==> src/rtl/video_timing_if.sv <==
// video_timing_if: controls into, and raster/sync/pattern outputs out of, the video timing generator.
interface video_timing_if #(
   parameter int COLOR_DEPTH = 6
);
   logic                   enable;
   logic [2:0]             ce_divider;
   logic [1:0]             pattern_sel;
   logic                   ce_pix;
   logic [8:0]             hcnt;
   logic [8:0]             vcnt;
   logic                   hblank;
   logic                   vblank;
   logic                   HSync;
   logic                   VSync;
   logic                   frame_start;
   logic [COLOR_DEPTH-1:0] R;
   logic [COLOR_DEPTH-1:0] G;
   logic [COLOR_DEPTH-1:0] B;

   modport master (
      input  enable, ce_divider, pattern_sel,
      output ce_pix, hcnt, vcnt, hblank, vblank, HSync, VSync, frame_start, R, G, B
   );

   modport slave (
      output enable, ce_divider, pattern_sel,
      input  ce_pix, hcnt, vcnt, hblank, vblank, HSync, VSync, frame_start, R, G, B
   );
endinterface

==> src/rtl/video_timing_gen.sv <==
// video_timing_gen: pixel enable, raster counters, blanking, sync and test pattern for the MiST video pipeline.
module video_timing_gen #(
   parameter int   COLOR_DEPTH = 6,
   parameter int   H_ACTIVE    = 256,
   parameter int   H_FP        = 24,
   parameter int   H_SYNC      = 32,
   parameter int   H_BP        = 72,
   parameter int   V_ACTIVE    = 224,
   parameter int   V_FP        = 16,
   parameter int   V_SYNC      = 3,
   parameter int   V_BP        = 19,
   parameter logic HS_POL      = 1'b0,
   parameter logic VS_POL      = 1'b0
) (
   input logic            clk_sys,
   input logic            reset_n,
   video_timing_if.master vif
);
   localparam int H_TOTAL = H_ACTIVE + H_FP + H_SYNC + H_BP;
   localparam int V_TOTAL = V_ACTIVE + V_FP + V_SYNC + V_BP;
   localparam logic [8:0] H_LAST = 9'(H_TOTAL - 1);
   localparam logic [8:0] V_LAST = 9'(V_TOTAL - 1);
   localparam logic [8:0] H_ACT  = 9'(H_ACTIVE);
   localparam logic [8:0] V_ACT  = 9'(V_ACTIVE);
   localparam logic [8:0] HS_BEG = 9'(H_ACTIVE + H_FP);
   localparam logic [8:0] HS_END = 9'(H_ACTIVE + H_FP + H_SYNC);
   localparam logic [8:0] VS_BEG = 9'(V_ACTIVE + V_FP);
   localparam logic [8:0] VS_END = 9'(V_ACTIVE + V_FP + V_SYNC);

   if (H_TOTAL > 512 || V_TOTAL > 512) begin : g_size_chk
      $error("video_timing_gen: H_TOTAL and V_TOTAL must not exceed 512");
   end

   logic [2:0]             div_q, div_d, lim;
   logic                   tick;
   logic                   started_q;
   logic [8:0]             hcnt_q, hcnt_d, vcnt_q, vcnt_d;
   logic                   hblank_q, hblank_d, vblank_q, vblank_d;
   logic                   hsync_q, hsync_d, vsync_q, vsync_d;
   logic                   fs_q, fs_d;
   logic                   active, grid;
   logic [2:0]             bar;
   logic [COLOR_DEPTH-1:0] r_q, r_d, g_q, g_d, b_q, b_d;

   // ">=" lets a lowered divider fire at once instead of wrapping the 3-bit counter
   always_comb begin
      lim      = (vif.ce_divider == 3'd0) ? 3'd3 : vif.ce_divider;
      tick     = vif.enable && (div_q >= lim);
      div_d    = !vif.enable ? div_q : tick ? 3'd0 : div_q + 3'd1;
      hcnt_d   = (!started_q || hcnt_q == H_LAST) ? 9'd0 : hcnt_q + 9'd1;
      vcnt_d   = !started_q ? 9'd0 : (hcnt_q != H_LAST) ? vcnt_q : (vcnt_q == V_LAST) ? 9'd0 : vcnt_q + 9'd1;
      fs_d     = tick && hcnt_d == 9'd0 && vcnt_d == 9'd0;
      hblank_d = hcnt_d >= H_ACT;
      vblank_d = vcnt_d >= V_ACT;
      hsync_d  = (hcnt_d >= HS_BEG && hcnt_d < HS_END) ? HS_POL : ~HS_POL;
      vsync_d  = (vcnt_d >= VS_BEG && vcnt_d < VS_END) ? VS_POL : ~VS_POL;
      active   = !hblank_d && !vblank_d;
      bar      = 3'((32'(hcnt_d) * 8) / H_ACTIVE);
      grid     = hcnt_d[3:0] == 4'd0 || vcnt_d[3:0] == 4'd0;
      r_d      = !active ? '0 : (vif.pattern_sel == 2'd1) ? {COLOR_DEPTH{bar[2]}} :
                 (vif.pattern_sel == 2'd2) ? {COLOR_DEPTH{grid}} :
                 (vif.pattern_sel == 2'd3) ? hcnt_d[COLOR_DEPTH-1:0] : '0;
      g_d      = !active ? '0 : (vif.pattern_sel == 2'd1) ? {COLOR_DEPTH{bar[1]}} :
                 (vif.pattern_sel == 2'd2) ? {COLOR_DEPTH{grid}} :
                 (vif.pattern_sel == 2'd3) ? vcnt_d[COLOR_DEPTH-1:0] : '0;
      b_d      = !active ? '0 : (vif.pattern_sel == 2'd1) ? {COLOR_DEPTH{bar[0]}} :
                 (vif.pattern_sel == 2'd2) ? {COLOR_DEPTH{grid}} :
                 (vif.pattern_sel == 2'd3) ? hcnt_d[COLOR_DEPTH-1:0] ^ vcnt_d[COLOR_DEPTH-1:0] : '0;
   end

   // The first pixel after reset is (0,0) itself, so the raster restarts cleanly with a frame_start
   always_ff @(posedge clk_sys or negedge reset_n) begin
      if (!reset_n) begin
         div_q     <= 3'd0;
         started_q <= 1'b0;
         hcnt_q    <= 9'd0;
         vcnt_q    <= 9'd0;
         fs_q      <= 1'b0;
         hblank_q  <= 1'b0;
         vblank_q  <= 1'b0;
         hsync_q   <= ~HS_POL;
         vsync_q   <= ~VS_POL;
         r_q       <= '0;
         g_q       <= '0;
         b_q       <= '0;
      end else begin
         div_q <= div_d;
         fs_q  <= fs_d;
         if (tick) begin
            started_q <= 1'b1;
            hcnt_q    <= hcnt_d;
            vcnt_q    <= vcnt_d;
            hblank_q  <= hblank_d;
            vblank_q  <= vblank_d;
            hsync_q   <= hsync_d;
            vsync_q   <= vsync_d;
            r_q       <= r_d;
            g_q       <= g_d;
            b_q       <= b_d;
         end
      end
   end

   assign vif.ce_pix      = tick;
   assign vif.hcnt        = hcnt_q;
   assign vif.vcnt        = vcnt_q;
   assign vif.hblank      = hblank_q;
   assign vif.vblank      = vblank_q;
   assign vif.HSync       = hsync_q;
   assign vif.VSync       = vsync_q;
   assign vif.frame_start = fs_q;
   assign vif.R           = r_q;
   assign vif.G           = g_q;
   assign vif.B           = b_q;
endmodule
==> src/flat_wrapper.sv <==
// flat-port wrapper written by rule: the top's interface ports become plain ports
module video_timing_gen_flat 
#(
   parameter int   COLOR_DEPTH = 6,
   parameter int   H_ACTIVE    = 256,
   parameter int   H_FP        = 24,
   parameter int   H_SYNC      = 32,
   parameter int   H_BP        = 72,
   parameter int   V_ACTIVE    = 224,
   parameter int   V_FP        = 16,
   parameter int   V_SYNC      = 3,
   parameter int   V_BP        = 19,
   parameter logic HS_POL      = 1'b0,
   parameter logic VS_POL      = 1'b0
)
  (clk_sys, reset_n, vif_enable, vif_ce_divider, vif_pattern_sel, vif_ce_pix, vif_hcnt, vif_vcnt, vif_hblank, vif_vblank, vif_HSync, vif_VSync, vif_frame_start, vif_R, vif_G, vif_B);
  video_timing_if #(.COLOR_DEPTH(COLOR_DEPTH)) vif_i ();
  input logic clk_sys;
  input logic reset_n;
  input wire logic [$bits(vif_i.enable)-1:0] vif_enable;
  input wire logic [$bits(vif_i.ce_divider)-1:0] vif_ce_divider;
  input wire logic [$bits(vif_i.pattern_sel)-1:0] vif_pattern_sel;
  output wire logic [$bits(vif_i.ce_pix)-1:0] vif_ce_pix;
  output wire logic [$bits(vif_i.hcnt)-1:0] vif_hcnt;
  output wire logic [$bits(vif_i.vcnt)-1:0] vif_vcnt;
  output wire logic [$bits(vif_i.hblank)-1:0] vif_hblank;
  output wire logic [$bits(vif_i.vblank)-1:0] vif_vblank;
  output wire logic [$bits(vif_i.HSync)-1:0] vif_HSync;
  output wire logic [$bits(vif_i.VSync)-1:0] vif_VSync;
  output wire logic [$bits(vif_i.frame_start)-1:0] vif_frame_start;
  output wire logic [$bits(vif_i.R)-1:0] vif_R;
  output wire logic [$bits(vif_i.G)-1:0] vif_G;
  output wire logic [$bits(vif_i.B)-1:0] vif_B;
  assign vif_i.enable = vif_enable;
  assign vif_i.ce_divider = vif_ce_divider;
  assign vif_i.pattern_sel = vif_pattern_sel;
  assign vif_ce_pix = vif_i.ce_pix;
  assign vif_hcnt = vif_i.hcnt;
  assign vif_vcnt = vif_i.vcnt;
  assign vif_hblank = vif_i.hblank;
  assign vif_vblank = vif_i.vblank;
  assign vif_HSync = vif_i.HSync;
  assign vif_VSync = vif_i.VSync;
  assign vif_frame_start = vif_i.frame_start;
  assign vif_R = vif_i.R;
  assign vif_G = vif_i.G;
  assign vif_B = vif_i.B;
  video_timing_gen #(.COLOR_DEPTH(COLOR_DEPTH), .H_ACTIVE(H_ACTIVE), .H_FP(H_FP), .H_SYNC(H_SYNC), .H_BP(H_BP), .V_ACTIVE(V_ACTIVE), .V_FP(V_FP), .V_SYNC(V_SYNC), .V_BP(V_BP), .HS_POL(HS_POL), .VS_POL(VS_POL)) u_core (.clk_sys(clk_sys), .reset_n(reset_n), .vif(vif_i));
endmodule
==> config.mk <==
export PLATFORM = sky130hd
export DESIGN_NAME = video_timing_gen_flat
export DESIGN_NICKNAME = d
export VERILOG_FILES = /design/src/rtl/video_timing_if.sv /design/src/rtl/video_timing_gen.sv /design/src/flat_wrapper.sv
export SDC_FILE = /design/constraint.sdc
export NUM_CORES = 1
export LEC_CHECK = 0
export ABC_AREA = 1
export BUFFER_PORTS_ARGS = -buffer_cell sky130_fd_sc_hd__buf_2
export CELL_PAD_IN_SITES_DETAIL_PLACEMENT = 1
export CELL_PAD_IN_SITES_GLOBAL_PLACEMENT = 2
export CORE_MARGIN = 4
export CORE_UTILIZATION = 34
export CTS_BUF_LIST = sky130_fd_sc_hd__clkbuf_2 sky130_fd_sc_hd__clkbuf_4 sky130_fd_sc_hd__clkbuf_8
export CTS_CLUSTER_SIZE = 8
export DETAILED_ROUTE_END_ITERATION = 10
export PLACE_DENSITY_LB_ADDON = 0.1
export REMOVE_ABC_BUFFERS = 1
export SLEW_MARGIN = 20
export SYNTH_ARGS = -nofsm -noshare
export SYNTH_HDL_FRONTEND = slang
export SYNTH_SLANG_ARGS = --single-unit
==> constraint.sdc <==
create_clock -name clk_sys -period 6 [get_ports clk_sys]
set_clock_uncertainty 0.1 [all_clocks]
set_input_delay 0.3 -clock clk_sys [delete_from_list [all_inputs] [get_ports clk_sys]]
set_output_delay 0.3 -clock clk_sys [all_outputs]
set_load 0.05 [all_outputs]
==> run_results.csv, run 1 <==
group,metric,value,unit
detailed_routing,num_vias,2934,
timing,setup_slack,2.651,ns
floorplanning,die_y,101.6,um
final_layout,multi_input_area,1628,sq um
detailed_routing,drt-initial-drc-count,84,
run_status,outcome,"finished, violations left",
clocking,cts_tree,"done",
timing,slew_headroom,47.33,%
timing,whs,-0.02149,ns
synth,synth_top_area_share,36.09,%
power_and_ir_drop,vdd.ir_drop.worst,0.1713,mV
clocking,cts.sinks,45,
worst_setup_path,cp.required,5.60,ns
global_route,grt_pass1_vias,2998,
clocking,clock_latency,0.30,ns
job,max_cap_violations,0,
clocking,cts_root_buffer,"clkbuf_8",
global_route,grt_max_degree,46,
worst_setup_path,worst-endpoint-arrival,2.95,ns
synth,async_reset_ff_share,100.0,%
timing,min_period,3.349,ns
detailed_routing,avgViaCountPerCell,4.981,
synth,synth_top_area_cell,"dfrtp_1",
timing,rsz0062_at_grt,"no",
synth,synth_flop_cell,"dfrtp_1",
final_layout,seq_area,1129,sq um
global_route,grt_usage,17.78,%
timing,tightest_slew,0.7852,ns
clocking,post_cts_buffers,0,
synth,synthTopCellsByCount,"nand2_1 (179), dfrtp_1 (43), nor2_1 (39)",
clocking,cts_buffers,5,
power_and_ir_drop,p_total,0.001685,W
timing,fmax,0.2986,GHz
detailed_routing,firstDrtPassIters,4,
place,pre_cts_ws,2.853,ns
worst_setup_path,crit_type,"flop to output port",
synth,synth_most_common_cell,"nand2_1",
synth,syn_inst,440,
floorplanning,num_rows,33,
global_route,antenna_found_initial,0,
detailed_routing,drc,0,
detailed_routing,ant_nets,0,
timing,tns,0,ns
synth,ys_types,33,
floorplanning,start_util,35.57,%
power_and_ir_drop,p_leak,1.859,nW
final_layout,n_antenna_cell,0,
clocking,path_clk_slew,0.09,ns
floorplanning,pin_count,50,
clocking,cts_resized,0,
synth,synthTopCellsByArea,"dfrtp_1 (36%), nand2_1 (23%), o21ai_0 (6.4%)",
synth,seq_area_frac_synth,37.85,%
final_layout,nFillCells,1145,
timing,hold_viol_final,7,
clocking,clockBufferDepth,2,
final_layout,syn_to_final_growth,13.60,%
power_and_ir_drop,p_per_area,497.4,nW/um^2
floorplanning,dieArea,10330,sq um
synth,ys_ff_latch,45,
synth,netlist_area,2982,sq um
timing,finalSetupViolations,0,
worst_setup_path,path_max_fanout,39,
synth,synth_area_per_cell,6.776,sq um
clocking,cts_hold_buffers,0,
place,numPortBuffers,49,
place,gp_congestion,0.7938,
worst_setup_path,startpoint_type,"flop",
synth,synth_warnings,0,
final_layout,drive_above_1_share,19.21,%
worst_hold_path,hold_path.class,"input port to asynchronous set/reset pin",
global_route,grt_overflow,0,
timing,maxSlewViolCount,0,
floorplanning,core_area,8382,sq um
floorplanning,die_x,101.6,um
place,dp_hpwl,6.435,mm
timing,period_share,55.82,%
global_route,grt_pass1_wl,14.66,mm
final_layout,nets,498,
detailed_routing,totalWireLength,8.682,mm
run_status,violations,"negative hold slack",
worst_setup_path,cp-end-kind,"output port",
detailed_routing,wire_per_inst,14.74,um
clocking,htree_num_levels,2,
synth,synth_edf_count,0,
-- placed cells by master (no fill, tap or decap), drive strengths merged --
master | synthesis | layout
ha | 7 | 7
nand3b | 2 | 2
o21ai | 43 | 43
nand3 | 30 | 30
dfstp | 2 | 2
xor2 | 2 | 2
nor2 | 50 | 50
buf | 6 | 51
dfrtp | 43 | 43
inv | 37 | 37
a21oi | 8 | 8
xnor2 | 1 | 1
o21bai | 1 | 1
nor3 | 2 | 2
o21a | 2 | 2
or2 | 1 | 1
clkinv | 1 | 3
nand4 | 6 | 6
o211ai | 1 | 1
clkbuf | 9 | 6
nand2 | 186 | 186
-- where the power goes --
part | internal [W] | switching [W] | total (W)
clock network | 0.0000937 | 0.000115 | 0.000208
registers | 0.000396 | 0.000106 | 0.000503
logic | 0.000240 | 0.000734 | 0.000974
total | 0.000730 | 0.000955 | 0.00168
-- critical path: stages, from the launching register on --
cell and delay (ns):
dfrtp_1 0.41, ha_1 0.31, a21oi_1 0.16, o211ai_1 0.10, nand2_1 0.07, buf_4 0.37
clkinv_1 0.75, buf_2 0.47
-- stage by stage --
step                instances  instance area, sq um  utilization, %
finish                    589                  3387           40.41
global placement          581                  3291           39.26
detailed placement        581                  3291           39.26
global route              589                  3387           40.41
floorplan                 425                  2899               -
CTS                       589                  3387           40.41
-- per-layer routing --
| metal | global-route usage (%) | part of all wire [%] | wire length (um) | vias to the layer above |
|---|---|---|---|---|
| met5 | 0 | 0 | 0 | - |
| met4 | 4.192 | 1.5 | 131 | 0 |
| met3 | 2.204 | 3.3 | 285 | 11 |
| met2 | 29.38 | 46 | 4026 | 45 |
| met1 | 24.78 | 49 | 4238 | 1407 |
| li1 | - | - | - | 1471 |
-- cell type report --
type | count | share of cell area, %
repair buffers | 51 | 7.684
multi-input cells | 342 | 48.06
inverters | 38 | 4.211
clock inverters | 2 | 0.4064
flip-flops and latches | 45 | 33.32
well taps | 105 | 3.879
clock buffers | 6 | 2.438
-- worst paths after layout --
| kind | endpoint | start | depth (start not counted) | slack (ns) |
|---|---|---|---|---|
| setup / recovery | vif_ce_pix | u_core.div_q[2] | 7 | 2.65 |
| hold / removal | u_core.vif.hcnt[7] | reset_n | 2 | -0.02 |
| max in group asynchronous | u_core.vif.G[4] | reset_n | 2 | 5.40 |
| hold reg to reg | u_core.vif.B[1] | u_core.vif.B[1] | 2 | 0.38 |
| min in group clk_sys | u_core.div_q[1] | vif_enable | 2 | 0.16 |
| setup reg to reg | u_core.vif.G[2] | u_core.div_q[2] | 10 | 2.97 |
-- sequential cells by signal, summed over array words and instances, names as in the netlist, 3 cells and up --
register         flops
u_core.vif.hcnt      9
u_core.vif.vcnt      9
u_core.vif.B         6
u_core.vif.G         6
u_core.vif.R         6
u_core.div_q         3
-- cells by family after synthesis --
kind of cell / Yosys count / share of synthesized area (%)
AND/OR/NAND/NOR: 277 / 41.21
AO/OA/AOI/OAI: 55 / 9.568
buffers and inverters: 53 / 7.553
flip-flops: 45 / 37.85
adder cells (fa/ha/maj): 7 / 2.937
XOR/XNOR: 3 / 0.8814
Note: power is estimated with default switching activity, not from simulation.
==> inputs of run 2 (changes only) <==
Settings changed: CORE_UTILIZATION 34 to 32.
Clock period 6 ns to 3.26 ns, I/O delays scaled along.
==> run 2 against run 1 <==
  * First-iteration DRC count decreased by 6.0%
  * Final cell count up 0.85%
  * Sequential share of layout area down 0.18 points
  * Total power rose by 84%
  * Clock power up 80%
  * Critical path depth increased by 6
  * Combinational power increased by 85%
  * Highest routed layer unchanged
  * Die area is 5.7% higher
  * The run now ends clean
  * Count of clock-buffer cells in the layout rose by 1
  * Global-route usage is 0.32 points lower
==> run_results.csv, run 2 (synthesized netlist as in run 1, its figures left out) <==
group,metric,value,unit
final_layout,layout_common_cells,"nand2_1 (179), buf_2 (48), dfrtp_1 (43)",
place,gp_congestion,0.7914,
detailed_routing,drc,0,
final_layout,seq_area,1129,sq um
clocking,clockBufferDepth,2,
worst_hold_path,hold_path.class,"input port to flop",
power_and_ir_drop,vdd.ir_drop.worst,0.4057,mV
timing,tns,0,ns
run_status,outcome,"completed",
timing,min_period,2.527,ns
detailed_routing,wire_per_inst,14.91,um
clocking,cts_tree,"done",
worst_setup_path,worst-endpoint-arrival,2.67,ns
power_and_ir_drop,p_per_area,910.8,nW/um^2
place,placed_cells,585,
worst_setup_path,cp.required,3.41,ns
timing,tightest_slew,0.6111,ns
place,dp_hpwl,6.620,mm
worst_setup_path,r2r_start,"u_core.vif.hcnt[0]",
floorplanning,die_x,104.5,um
detailed_routing,drt-initial-drc-count,79,
global_route,grt_max_degree,46,
timing,fmax,0.3958,GHz
clocking,cts_root_buffer,"clkbuf_8",
global_route,antenna_found_initial,0,
job,max_cap_violations,0,
floorplanning,die_y,104.5,um
detailed_routing,firstDrtPassIters,4,
clocking,htree_num_levels,2,
worst_hold_path,hold_depth,2,
global_route,grt_pass1_vias,3093,
floorplanning,num_rows,34,
worst_setup_path,crit_type,"flop to flop",
clocking,path_clk_slew,0.10,ns
detailed_routing,totalWireLength,8.856,mm
place,numPortBuffers,49,
timing,maxSlewViolCount,0,
worst_setup_path,path_common_cell,"nand2_1",
global_route,grt_usage,17.46,%
final_layout,final_common_cell,"nand2_1",
clocking,cts_buffers,5,
timing,hold_viol_final,0,
final_layout,nets,500,
detailed_routing,ant_nets,0,
worst_setup_path,cp_cell_sequence,"ha_1, nand2_1, nor2_4, nand3_4, nand3b_1, nand2_1, nor2_1, nor2_1, nand2_4, nand2_1, nand2_1, nand2_1, nand2_1",
floorplanning,start_util,33.54,%
timing,period_share,77.50,%
worst_setup_path,r2r_setup_slack,0.73,ns
timing,finalSetupViolations,0,
worst_setup_path,path_max_fanout,18,
worst_setup_path,r2r_cells,13,
final_layout,nFillCells,1193,
floorplanning,dieArea,10930,sq um
final_layout,n_antenna_cell,0,
timing,rsz0062_at_grt,"no",
final_layout,multi_input_area,1628,sq um
worst_setup_path,startpoint_type,"flop",
worst_hold_path,whs_endpoint,"u_core.div_q[1]",
worst_setup_path,critPathSlowestCell,"dfrtp_1",
final_layout,fin_cells,594,
timing,slew_headroom,59.26,%
clocking,cts.sinks,45,
worst_hold_path,worstHoldStart,"vif_enable",
final_layout,stdcell_area,3406,sq um
place,placed_cell_area,3302,sq um
worst_setup_path,critical-path-max-stage-delay,0.49,ns
floorplanning,core_area,8891,sq um
power_and_ir_drop,p_total,0.003102,W
worst_setup_path,cp-end-kind,"flop",
detailed_routing,num_vias,2924,
power_and_ir_drop,p_leak,1.863,nW
worst_setup_path,r2r_end,"u_core.vif.B[4]",
worst_setup_path,cp-startpoint,"u_core.vif.hcnt[0]",
final_layout,drive_above_1_share,19.34,%
detailed_routing,avgViaCountPerCell,4.923,
clocking,clock_latency,0.31,ns
global_route,grt_overflow,0,
global_route,grt_pass1_wl,15.69,mm
final_layout,syn_to_final_growth,14.23,%
floorplanning,pin_count,50,
-- run 2: what timing repair did --
action                    4_1_cts  5_1_grt
hold endpoints to repair       21        0
hold buffers                    1        0
setup buffers                   0        0
gates resized for setup         0        0
-- run 2: per-stage QoR --
step           hold slack [ns]  worst slack, ns  util (%)
6_report               0.01736           0.7335     38.31
5_1_grt                0.04974           0.4559     38.31
4_1_cts               0.008301           0.6942     38.28
3_5_place_dp            0.3366           0.7235     37.14
3_3_place_gp            0.3173           0.7665     37.14
2_1_floorplan          -0.2326          0.02713         -
-- run 2: worst max path at each step --
stage                                 end
after floorplan           u_core.vif.G[0]
after global placement    u_core.vif.B[4]
after detailed placement  u_core.vif.B[4]
after CTS                 u_core.vif.R[0]
after global routing      u_core.vif.R[0]
final                     u_core.vif.B[4]
-- run 2: metal layers --
layer	part of all wire [%]	up-vias	track usage [%]
met4	1.1	0	4.558
li1	-	1476	-
met1	50	1399	23.96
met2	46	43	28.78
met3	2.7	6	2.607
met5	0	-	0
-- run 2: final cells by class --
cell class / instances / area share, %
inverters: 38 / 4.188
clock inverters: 1 / 0.2204
multi-input cells: 342 / 47.80
clock buffers: 7 / 2.461
well taps: 108 / 3.968
repair buffers: 53 / 8.229
flip-flops and latches: 45 / 33.14
-- run 2: report_power, final --
part / switching, W / total, W / internal, W
clock: 0.000206 / 0.000375 / 0.000169
combinational: 0.00135 / 0.00180 / 0.000448
sequential: 0.000201 / 0.000930 / 0.000729
total: 0.00176 / 0.00310 / 0.00135
-- run 2: critical path, delay by kind of cell (launching register included) --
kind | cells | cell delay (ns)
and+or+nand+nor | 12 | 1.63
adders and majority gates | 1 | 0.25
DFF | 1 | 0.49
==> inputs of run 3 (changes only) <==
Clock period 3.26 ns to 2.4 ns, I/O delays scaled along.
==> run 3 against run 2 <==
  * Final cell count rose by 5.9%
  * Via count increased by 6.7%
  * First-iteration DRC count grew 27%
  * Largest power group unchanged
  * Highest routed layer unchanged
  * Register-to-register slack lost 0.57 ns
==> run_results.csv, run 3 (synthesized netlist as in run 1, its figures left out) <==
group,metric,value,unit
detailed_routing,totalWireLength,9.393,mm
power_and_ir_drop,p_comb_share,61.8,%
timing,whs,0.1601,ns
global_route,grt_pass1_vias,3111,
worst_setup_path,startpoint_type,"flop",
worst_setup_path,path_max_fanout,5,
final_layout,n_antenna_cell,0,
worst_setup_path,r2r_setup_slack,0.17,ns
clocking,clockBufferDepth,2,
worst_hold_path,hold_depth,7,
worst_setup_path,cp-end-kind,"flop",
timing,hold_viol_final,0,
power_and_ir_drop,internal_power,0.002040,W
clocking,cts_root_buffer,"clkbuf_8",
clocking,cts_tree,"done",
detailed_routing,avgViaCountPerCell,4.962,
worst_setup_path,r2r_cells,14,
final_layout,nets,535,
power_and_ir_drop,p_leak,2.027,nW
worst_setup_path,crit_type,"flop to flop",
final_layout,drive_above_1_share,25.34,%
clocking,cts_buffers,5,
timing,tightest_slew,0.4600,ns
final_layout,layout_common_cells,"nand2_1 (179), buf_2 (49), dfrtp_1 (42)",
final_layout,final_util,41.75,%
timing,period_share,93.09,%
detailed_routing,num_vias,3121,
global_route,antenna_found_initial,0,
job,max_cap_violations,0,
timing,maxSlewViolCount,0,
floorplanning,start_util,33.54,%
clocking,path_clk_slew,0.10,ns
power_and_ir_drop,power_frac_seq,27.0,%
power_and_ir_drop,vdd.ir_drop.worst,0.6767,mV
place,placed_cells,605,
detailed_routing,ant_nets,0,
run_status,outcome,"completed",
clocking,htree_num_levels,2,
place,gp_congestion,0.8031,
power_and_ir_drop,p_per_area,1229,nW/um^2
final_layout,fin_cells,629,
final_layout,multi_input_area,1677,sq um
timing,finalSetupViolations,0,
place,dp_hpwl,7.020,mm
clocking,clock_latency,0.31,ns
final_layout,seq_area,1130,sq um
final_layout,final_common_cell,"nand2_1",
worst_hold_path,hold_path.class,"input port to flop",
detailed_routing,firstDrtPassIters,4,
timing,slew_headroom,69.26,%
worst_setup_path,cp.required,2.51,ns
clocking,cts.sinks,45,
power_and_ir_drop,p_total,0.004563,W
final_layout,nFillCells,1183,
power_and_ir_drop,switching_share,55.30,%
place,numPortBuffers,49,
global_route,grt_overflow,0,
detailed_routing,drt-initial-drc-count,100,
power_and_ir_drop,clkPwrFrac,11.2,%
timing,setup_slack,0.1658,ns
place,pre_cts_ws,0.06056,ns
global_route,grt_usage,17.33,%
final_layout,syn_to_final_growth,24.51,%
timing,rsz0062_at_grt,"yes",
floorplanning,pin_count,50,
floorplanning,core_area,8891,sq um
worst_setup_path,worst-endpoint-arrival,2.35,ns
detailed_routing,wire_per_inst,14.93,um
floorplanning,num_rows,34,
power_and_ir_drop,p_sw,0.002524,W
global_route,grt_max_degree,46,
floorplanning,die_x,104.5,um
timing,fmax,0.4476,GHz
global_route,grt_pass1_wl,15.66,mm
floorplanning,dieArea,10930,sq um
floorplanning,die_y,104.5,um
timing,min_period,2.234,ns
detailed_routing,drc,0,
run 3: power by group through the flow:
stage               combinational, W  sequential (W)  clock, W
detailed placement           0.00273         0.00125         0
finish                       0.00282         0.00123  0.000512
global route                 0.00311         0.00128  0.000561
global placement             0.00270         0.00124         0
floorplan                    0.00109         0.00196         0
CTS                          0.00275         0.00123  0.000542
run 3: what timing repair did:
action / in CTS / in global routing
resized for setup: 0 / 8
endpoints found under the setup margin: 0 / 20
hold endpoints to repair: 47 / 0
hold buffers: 2 / 0
buffers inserted: 0 / 11
run 3: path summary, 6_finish.rpt:
| check | start | to |
|---|---|---|
| setup / recovery | u_core.vif.hcnt[1] | u_core.vif.B[3] |
| hold reg to reg | u_core.vif.G[4] | u_core.vif.G[4] |
| setup reg to reg | u_core.vif.hcnt[1] | u_core.vif.B[3] |
| min in group asynchronous | reset_n | u_core.vif.B[0] |
| hold / removal | vif_pattern_sel[1] | u_core.vif.B[5] |
| max in group asynchronous | reset_n | u_core.vif.HSync |
run 3: final cells by class:
cell class,instances,share of cell area (%)
tap,108,3.640
clock buffer,6,2.056
sequential,45,30.43
timing repair buffer,85,14.36
clock inverter,2,0.4044
multi-input combinational,345,45.16
inverter,38,3.943
run 3: routing by layer:
layer  up-vias  track usage (%)  wire [um]  share of wire (%)
met5         -                0          0                  0
met4         0            3.419         72               0.77
met3         6            2.607        289                3.1
met2        40            29.47       4442                 47
met1      1524            23.44       4589                 49
li1       1551                -          -                  -
run 3: per-stage QoR:
step / cell area [sq um] / setup TNS, ns
6_report: 3712 / 0
5_1_grt: 3712 / -0.01753
4_1_cts: 3576 / 0
3_5_place_dp: 3465 / 0
3_3_place_gp: 3465 / 0
2_1_floorplan: 2899 / -24.67
run 3: worst max-delay path, cell delays in order (launching register included):
cell,delay [ns]
dfrtp_1,0.39
ha_2,0.21
nand2_1,0.09
nor2_4,0.15
buf_4,0.15
nand4_4,0.13
o21ai_1,0.17
buf_4,0.16
nor2_2,0.04
nand2_2,0.13
nand2_1,0.15
nand2_1,0.11
nand2_1,0.05
nand2_1,0.06
nand2_1,0.04
